==> src/rtl/axis_sample_packer_pkg.sv <==
// Shared types and helpers for the sample packer: FSM state encoding and lane-count sizing.
package packer_pkg;

    typedef enum logic [1:0] {
        IDLE  = 2'd0,
        RUN   = 2'd1,
        DRAIN = 2'd2
    } packer_state_t;

    function automatic int ratio(input int sample_w, input int axi_w);
        return axi_w / sample_w;
    endfunction

    // Lane counter needs at least one bit even when a single sample fills a word.
    function automatic int lane_w(input int r);
        return (r > 1) ? $clog2(r) : 1;
    endfunction

endpackage

==> src/rtl/axis_sample_packer_if.sv <==
// AXI4-stream style word channel between the packer and the DMA write path.
interface axis_sample_packer_if #(
    parameter int AXI_WIDTH = 32
) ();
    logic [AXI_WIDTH-1:0] tdata;
    logic                 tvalid;
    logic                 tready;
    logic                 tlast;

    modport master (output tdata, output tvalid, output tlast, input tready);
    modport slave  (input tdata, input tvalid, input tlast, output tready);
endinterface

==> src/rtl/axis_sample_packer_fifo.sv <==
// Synchronous show-ahead FIFO; a push into a full FIFO is accepted when a pop happens in the same cycle.
module packer_fifo #(
    parameter int WIDTH      = 33,
    parameter int DEPTH_LOG2 = 4
) (
    input  logic             clk,
    input  logic             rst,
    input  logic             flush,
    input  logic             push,
    input  logic [WIDTH-1:0] din,
    input  logic             pop,
    output logic [WIDTH-1:0] dout,
    output logic             full,
    output logic             empty
);
    localparam int DEPTH = 1 << DEPTH_LOG2;

    logic [WIDTH-1:0]      mem_q [DEPTH];
    logic [DEPTH_LOG2-1:0] wr_ptr_q, wr_ptr_d;
    logic [DEPTH_LOG2-1:0] rd_ptr_q, rd_ptr_d;
    logic [DEPTH_LOG2:0]   count_q, count_d;
    logic                  do_push, do_pop;

    assign empty   = (count_q == '0);
    assign full    = (count_q == (DEPTH_LOG2+1)'(DEPTH));
    assign do_pop  = pop && !empty;
    assign do_push = push && (!full || do_pop);
    assign dout    = mem_q[rd_ptr_q];

    always_comb begin
        wr_ptr_d = wr_ptr_q;
        rd_ptr_d = rd_ptr_q;
        count_d  = count_q;
        if (flush) begin
            wr_ptr_d = '0;
            rd_ptr_d = '0;
            count_d  = '0;
        end else begin
            if (do_push) wr_ptr_d = wr_ptr_q + 1'b1;
            if (do_pop)  rd_ptr_d = rd_ptr_q + 1'b1;
            if (do_push && !do_pop)      count_d = count_q + 1'b1;
            else if (!do_push && do_pop) count_d = count_q - 1'b1;
        end
    end

    always_ff @(posedge clk or posedge rst) begin
        if (rst) begin
            wr_ptr_q <= '0;
            rd_ptr_q <= '0;
            count_q  <= '0;
        end else begin
            wr_ptr_q <= wr_ptr_d;
            rd_ptr_q <= rd_ptr_d;
            count_q  <= count_d;
        end
    end

    always_ff @(posedge clk) begin
        if (do_push && !flush) mem_q[wr_ptr_q] <= din;
    end

endmodule

==> src/rtl/axis_sample_packer.sv <==
// Packs narrow samples into AXI words and streams exactly words_cfg+1 words per run.
// Optional PACKER_TESTPAT_EN adds a testpat input that substitutes a counting pattern for sample_data.
//
// state | meaning
// IDLE  | no run armed; samples discarded
// RUN   | packing samples and pushing words
// DRAIN | last word pushed; waiting for it to be accepted
module axis_sample_packer
    import packer_pkg::*;
#(
    parameter int SAMPLE_WIDTH    = 8,
    parameter int AXI_WIDTH       = 32,
    parameter int FIFO_DEPTH_LOG2 = 4
) (
    input  logic                    clk,
    input  logic                    rst,
    input  logic                    start,
    input  logic [15:0]             words_cfg,
    input  logic [SAMPLE_WIDTH-1:0] sample_data,
    input  logic                    sample_valid,
`ifdef PACKER_TESTPAT_EN
    input  logic                    testpat,
`endif
    axis_sample_packer_if.master    m_axis,
    output logic                    busy,
    output logic                    done,
    output logic [15:0]             overflow_cnt
);
    localparam int RATIO = ratio(SAMPLE_WIDTH, AXI_WIDTH);
    localparam int LW    = lane_w(RATIO);

    packer_state_t         state_q, state_d;
    logic [LW-1:0]         lane_q, lane_d;
    logic [16:0]           word_cnt_q, word_cnt_d;
    logic [15:0]           cfg_q, cfg_d;
    logic [AXI_WIDTH-1:0]  shift_q, shift_d;
    logic [15:0]           ovf_q, ovf_d;
    logic                  done_q, done_d;
    logic [SAMPLE_WIDTH-1:0] sample_in;
    logic [AXI_WIDTH-1:0]  word_next;
    logic                  fifo_push, fifo_last, fifo_pop, fifo_full, fifo_empty;
    logic [AXI_WIDTH:0]    fifo_dout;

`ifdef PACKER_TESTPAT_EN
    logic [SAMPLE_WIDTH-1:0] tp_q, tp_d;
    assign sample_in = testpat ? tp_q : sample_data;
`else
    assign sample_in = sample_data;
`endif

    assign fifo_pop = !fifo_empty && m_axis.tready;

    always_comb begin
        state_d    = state_q;
        lane_d     = lane_q;
        word_cnt_d = word_cnt_q;
        cfg_d      = cfg_q;
        shift_d    = shift_q;
        ovf_d      = ovf_q;
        done_d     = 1'b0;
        fifo_push  = 1'b0;
        fifo_last  = 1'b0;
        word_next  = shift_q;
`ifdef PACKER_TESTPAT_EN
        tp_d       = tp_q;
`endif
        if (start) begin
            state_d    = RUN;
            lane_d     = '0;
            word_cnt_d = '0;
            cfg_d      = words_cfg;
            ovf_d      = '0;
`ifdef PACKER_TESTPAT_EN
            tp_d       = '0;
`endif
        end else begin
            if (fifo_pop && fifo_dout[AXI_WIDTH]) begin
                state_d = IDLE;
                done_d  = 1'b1;
            end
            if (state_q == RUN && sample_valid) begin
                word_next[lane_q*SAMPLE_WIDTH +: SAMPLE_WIDTH] = sample_in;
                shift_d = word_next;
`ifdef PACKER_TESTPAT_EN
                tp_d    = tp_q + 1'b1;
`endif
                if (lane_q == LW'(RATIO-1)) begin
                    lane_d = '0;
                    if (!fifo_full || fifo_pop) begin
                        fifo_push  = 1'b1;
                        word_cnt_d = word_cnt_q + 1'b1;
                        if (word_cnt_q == {1'b0, cfg_q}) begin
                            fifo_last = 1'b1;
                            state_d   = DRAIN;
                        end
                    end else if (ovf_q != 16'hFFFF) begin
                        ovf_d = ovf_q + 1'b1;
                    end
                end else begin
                    lane_d = lane_q + 1'b1;
                end
            end
        end
    end

    always_ff @(posedge clk or posedge rst) begin
        if (rst) begin
            state_q    <= IDLE;
            lane_q     <= '0;
            word_cnt_q <= '0;
            cfg_q      <= '0;
            shift_q    <= '0;
            ovf_q      <= '0;
            done_q     <= 1'b0;
`ifdef PACKER_TESTPAT_EN
            tp_q       <= '0;
`endif
        end else begin
            state_q    <= state_d;
            lane_q     <= lane_d;
            word_cnt_q <= word_cnt_d;
            cfg_q      <= cfg_d;
            shift_q    <= shift_d;
            ovf_q      <= ovf_d;
            done_q     <= done_d;
`ifdef PACKER_TESTPAT_EN
            tp_q       <= tp_d;
`endif
        end
    end

    packer_fifo #(
        .WIDTH      (AXI_WIDTH + 1),
        .DEPTH_LOG2 (FIFO_DEPTH_LOG2)
    ) u_fifo (
        .clk   (clk),
        .rst   (rst),
        .flush (start),
        .push  (fifo_push),
        .din   ({fifo_last, word_next}),
        .pop   (fifo_pop),
        .dout  (fifo_dout),
        .full  (fifo_full),
        .empty (fifo_empty)
    );

    // Gate the head entry so an empty FIFO always presents zeros.
    assign m_axis.tvalid = !fifo_empty;
    assign m_axis.tdata  = fifo_empty ? '0 : fifo_dout[AXI_WIDTH-1:0];
    assign m_axis.tlast  = !fifo_empty && fifo_dout[AXI_WIDTH];
    assign busy          = (state_q != IDLE);
    assign done          = done_q;
    assign overflow_cnt  = ovf_q;

endmodule

==> src/flat_wrapper.sv <==
// flat-port wrapper written by rule: the top's interface ports become plain ports
module axis_sample_packer_flat import packer_pkg::*;
#(
    parameter int SAMPLE_WIDTH    = 8,
    parameter int AXI_WIDTH       = 32,
    parameter int FIFO_DEPTH_LOG2 = 4
)
  (clk, rst, start, words_cfg, sample_data, sample_valid, busy, done, overflow_cnt, m_axis_tdata, m_axis_tvalid, m_axis_tlast, m_axis_tready);
  axis_sample_packer_if #(.AXI_WIDTH(AXI_WIDTH)) m_axis_i ();
  input  logic clk;
  input  logic rst;
  input  logic start;
  input  logic [15:0] words_cfg;
  input  logic [SAMPLE_WIDTH-1:0] sample_data;
  input  logic sample_valid;
  output logic busy;
  output logic done;
  output logic [15:0] overflow_cnt;
  output wire logic [$bits(m_axis_i.tdata)-1:0] m_axis_tdata;
  output wire logic [$bits(m_axis_i.tvalid)-1:0] m_axis_tvalid;
  output wire logic [$bits(m_axis_i.tlast)-1:0] m_axis_tlast;
  input wire logic [$bits(m_axis_i.tready)-1:0] m_axis_tready;
  assign m_axis_tdata = m_axis_i.tdata;
  assign m_axis_tvalid = m_axis_i.tvalid;
  assign m_axis_tlast = m_axis_i.tlast;
  assign m_axis_i.tready = m_axis_tready;
  axis_sample_packer #(.SAMPLE_WIDTH(SAMPLE_WIDTH), .AXI_WIDTH(AXI_WIDTH), .FIFO_DEPTH_LOG2(FIFO_DEPTH_LOG2)) u_core (.clk(clk), .rst(rst), .start(start), .words_cfg(words_cfg), .sample_data(sample_data), .sample_valid(sample_valid), .m_axis(m_axis_i), .busy(busy), .done(done), .overflow_cnt(overflow_cnt));
endmodule
==> config.mk <==
export PLATFORM = sky130hd
export DESIGN_NAME = axis_sample_packer_flat
export DESIGN_NICKNAME = d
export VERILOG_FILES = /design/src/rtl/axis_sample_packer_pkg.sv /design/src/rtl/axis_sample_packer_if.sv /design/src/rtl/axis_sample_packer_fifo.sv /design/src/rtl/axis_sample_packer.sv /design/src/flat_wrapper.sv
export SDC_FILE = /design/constraint.sdc
export NUM_CORES = 1
export LEC_CHECK = 0
export BUFFER_PORTS_ARGS = -buffer_cell sky130_fd_sc_hd__buf_2
export CAP_MARGIN = 10
export CORE_UTILIZATION = 55
export CTS_CLUSTER_DIAMETER = 200
export DETAILED_ROUTE_END_ITERATION = 12
export PLACE_DENSITY = 0.71
export SETUP_SLACK_MARGIN = 0.3
export SKIP_CTS_REPAIR_TIMING = 1
export SYNTH_ARGS = -nofsm -noshare
export SYNTH_HDL_FRONTEND = slang
export SYNTH_SLANG_ARGS = --single-unit
==> constraint.sdc <==
create_clock -name clk -period 5.03 [get_ports clk]
set_clock_uncertainty 0.1 [all_clocks]
set_input_delay 1.006 -clock clk [delete_from_list [all_inputs] [get_ports clk]]
set_output_delay 1.006 -clock clk [all_outputs]
set_load 0.05 [all_outputs]
==> summary.md <==
| Metric | Value |
|---|---|
| Hold/Removal Path Class | `in2async` |
| Synth Area in XOR/XNOR | `0.0133` |
| Syn nets | `1325` |
| Post-DP HPWL | `28.8 mm` |
| Final wirelength | `52.7 mm` |
| Yosys Warn Count | `0` |
| Chip Height | `215 µm` |
| Starting density of the core | `0.561` |
| Max Fanout on Critical Path | `29` |
| Combinational fraction of design power | `0.171` |
| Number of distinct library cells after synthesis | `54` |
| Residual DRC | `0` |
| Clock power frac | `0.346` |
| Worst setup path class | `reg2out` |
| Critical-path cell list | `buf_4, mux4_2, mux4_2, and2_1, buf_2` |
| Reg2Reg Depth | `9` |
| LEAKAGE | `10.1 nW` |
| Synth Cell Area | `25000 µm²` |
| 1st-pass router iterations | `7` |
| Compound-gate portion of the synthesized area | `0.0208` |
| Final hold vios | `0` |
| Worst setup endpoint | `m_axis_tdata[6]` |
| Asr flop ratio synth | `0.158` |
| CTS buffer count | `60` |
| CP most frequent cell | `mux4_2` |
| Net load switching power | `3.23 mW` |
| CP endpoint kind | `primary output` |
| Worst-Skew Late Latency | `0.62 ns` |
| Number of global-route vias before repair | `13041` |
| GRT overflow | `0` |
| Final Max Tran Viols | `0` |
| Highest cell delay on the worst timing path | `0.83 ns` |
| Reg-to-reg critical path startpoint | `u_core.u_fifo.count_q[0]$_DFFE_PP0P_` |
| Register area | `18300 µm²` |
| Layout area overhead | `13.9%` |
| Syn Inst Count | `1279` |
| Post-route setup TNS | `0 ns` |
| Multi-input gate area | `6450 µm²` |
| Largest family of logic cells by synthesized area | `multiplexers` |
| Ys flop type | `edfxtp_1` |
| Relative slew margins | `0.229` |
| Setup violators final | `0` |
| Crit path from | `u_core.u_fifo.rd_ptr_q[0]$_DFFE_PP0P_` |
| CP arrival | `3.29 ns` |
| Power per cell area | `430 nW/µm²` |
| Core Footprint | `44500 µm²` |
| First-pass GRT wire length | `80.4 mm` |
| Fillcell total | `3069` |
| Initial antenna violation count | `0` |
| Max rail drop VDD | `0.000247 V` |
| GRT Overall Usage | `0.236` |
| ANT cells | `0` |
| Share of layout cells above drive strength 1 | `0.301` |
| CTS tree | `done` |
| Reg2reg setup slack | `1.62 ns` |
| Slew @ Worst Pin | `1.16 ns` |
| Final Util | `0.639` |
| Syn_area_per_cell | `19.5 µm²` |
| Max cap viols | `0` |
| Multiplexer area fraction after synthesis | `0.160` |
| Pint | `9.02 mW` |
| Vias per cell | `6.07` |
| Reg2Reg Capture Point | `u_core.u_fifo.count_q[4]$_DFFE_PP0P_` |
| Reg clk slew, reported paths | `0.06 ns` |
| GP Congestion | `0.766` |
| ANT nets after route | `0` |
| Reg power frac | `0.482` |
| Unrepaired setup endpoints after global routing | `no` |
| Top-Level Pins | `81` |
| H-tree Lvls | `2` |
| Tcrit/Tclk final | `0.873` |
| CTS Root Cell | `clkbuf_16` |
| Synth Area in Adders | `0.00882` |
| Wire per inst | `25.4 µm` |
| Startpoint types | `flop` |
| Die Wd | `215 µm` |
| Largest net degree at the start of global routing | `67` |
| Outcome | `completed` |
| Share of the yosys chip area belonging to registers | `0.734` |
| Longest Clk Path Bufs | `3` |
| Core Rows | `77` |
| Clock sink count | `627` |
| Fmax | `0.228 GHz` |
| Tot Pwr | `12.2 mW` |
| Post-synth EDFFs | `528` |
| Worst Path Required | `3.92 ns` |
| Starting DRT DRC Count | `995` |
| Via count | `12586` |
| Sw Share | `0.264` |
| Die footprint | `46300 µm²` |
| IO Port Bufs | `80` |
| Flop and latch count out of synthesis | `627` |
| Min Tclk post-route | `4.39 ns` |
| Synth Area in Simple Gates | `0.0503` |
| NumNets Final | `1475` |
| Critical Path Slowest Stage Cell | `dfrtp_4` |
-- flip-flops by register name, summed over array words and instances (netlist names) --
register	cells
u_core.shift_q	32
u_core.word_cnt_q	17
u_core.cfg_q	16
u_core.overflow_cnt	16
u_core.u_fifo.rd_ptr_q	4
u_core.lane_q	2
u_core.u_fifo.mem_q	528
u_core.u_fifo.count_q	5
u_core.done	1
u_core.state_q	2
u_core.u_fifo.wr_ptr_q	4
-- power groups by stage --
stage / sequential, mW / clock (mW) / combinational, mW
after floorplan: 5.93 / 0 / 1.69
after detailed placement: 6.02 / 0 / 2.13
after CTS: 5.91 / 4.33 / 2.14
after global routing: 5.92 / 4.51 / 2.25
final: 5.91 / 4.24 / 2.10
after global placement: 6.01 / 0 / 2.10
-- cells by family (layout without fill, tap and decap cells) --
kind of cell | after synthesis | in the layout
simple gates | 251 | 251
fa+ha+maj | 17 | 17
mux | 190 | 190
xor+xnor | 38 | 38
buf+inv | 68 | 270
flops | 627 | 627
compound gates | 88 | 88
-- metal layers --
layer	vias up	global-route usage	wire length, µm
li1	5435	-	-
met1	6603	0.332	21800
met2	457	0.386	26200
met3	91	0.0410	3540
met4	0	0.0631	1220
met5	-	0	0
-- synthesized netlist by cell type, types with 2 or more instances --
library cell / n / area (µm²)
xor2_1: 14 / 123
clkbuf_1: 26 / 97.6
mux2_1: 4 / 45.0
and3_1: 7 / 43.8
nor2_1: 47 / 176
buf_1: 14 / 52.6
inv_1: 8 / 30.0
a21oi_1: 22 / 110
nor4_1: 2 / 12.5
mux2_2: 17 / 191
and4_1: 4 / 35.0
or3_1: 12 / 75.1
xnor2_1: 24 / 210
o31ai_1: 5 / 37.5
nand4_1: 12 / 75.1
edfxtp_1: 528 / 15900
and2_1: 34 / 213
ha_1: 16 / 200
mux2i_1: 4 / 40.0
dfrtp_1: 99 / 2480
nand2b_1: 5 / 31.3
buf_2: 7 / 35.0
nand2_1: 86 / 323
nand3_1: 15 / 75.1
buf_4: 11 / 82.6
o211ai_1: 3 / 22.5
nor2b_1: 2 / 12.5
o21a_1: 4 / 30.0
buf_6: 2 / 22.5
mux4_2: 165 / 3720
o2111ai_1: 2 / 17.5
o21ai_0: 42 / 210
nor3_1: 11 / 55.1
or4_1: 5 / 37.5
-- per-stage QoR --
step / instance area, µm² / cells / setup WS [ns] / hold WS [ns]
2_1_floorplan: 25000 / 1279 / 0.404 / 0.401
3_3_place_gp: 26600 / 1959 / 1.27 / 0.399
3_5_place_dp: 26600 / 1959 / 1.21 / 0.421
4_1_cts: 28500 / 2073 / 0.548 / 0.434
5_1_grt: 28500 / 2073 / 0.469 / 0.453
6_report: 28500 / 2073 / 0.638 / 0.427
-- how the worst min path moves through the flow --
| stage | startpoint | endpoint | slack (ns) |
|---|---|---|---|
| global placement | u_core.shift_q[7]$_DFF_PP0_ | u_core.shift_q[7]$_DFF_PP0_ | 0.40 |
| finish | rst | u_core.overflow_cnt[14]$_DFFE_PP0P_ | 0.43 |
| CTS | u_core.cfg_q[10]$_DFFE_PP0P_ | u_core.cfg_q[10]$_DFFE_PP0P_ | 0.43 |
| floorplan | u_core.cfg_q[6]$_DFFE_PP0P_ | u_core.cfg_q[6]$_DFFE_PP0P_ | 0.40 |
| detailed placement | u_core.cfg_q[10]$_DFFE_PP0P_ | u_core.cfg_q[10]$_DFFE_PP0P_ | 0.42 |
| global route | u_core.cfg_q[5]$_DFFE_PP0P_ | u_core.cfg_q[5]$_DFFE_PP0P_ | 0.45 |
-- critical path, delay by kind of cell (launching register included) --
family	cells	cell delay, ns
buf+inv	2	0.59
flops	1	0.83
mux	2	1.03
simple gates	1	0.19
-- final cells by class --
| cell class | instances | area share |
|---|---|---|
| flip-flops and latches | 627 | 0.645 |
| repair buffers | 148 | 0.0364 |
| inverters | 8 | 0.00114 |
| well taps | 592 | 0.0260 |
| multi-input cells | 584 | 0.227 |
| clock inverters | 36 | 0.00796 |
| clock buffers | 78 | 0.0573 |
-- layout by cell type, fill, tap and decap left out, types with 3 or more instances in the layout --
cell,Yosys,layout
nor3_1,11,7
o211ai_1,3,3
buf_12,0,10
mux2i_1,4,4
edfxtp_1,528,528
or4_1,5,5
a21oi_1,22,22
inv_1,8,7
xnor2_1,24,24
and4_1,4,4
and3_1,7,7
or3_1,12,12
nand4_1,12,12
nor3_2,0,4
o21ai_0,42,42
and2_1,34,34
nor2_1,47,35
dfrtp_1,99,95
clkbuf_16,0,61
ha_1,16,16
o31ai_1,5,5
mux2_1,4,4
buf_2,7,80
nor2_4,0,12
nand2b_1,5,4
clkbuf_1,26,13
xor2_1,14,14
nand3_1,15,15
buf_4,11,58
clkinv_2,0,12
mux4_2,165,165
clkinv_1,0,17
nand2_1,86,86
clkbuf_8,0,4
o21a_1,4,4
mux2_2,17,17
(Power assumes the default switching activity.)
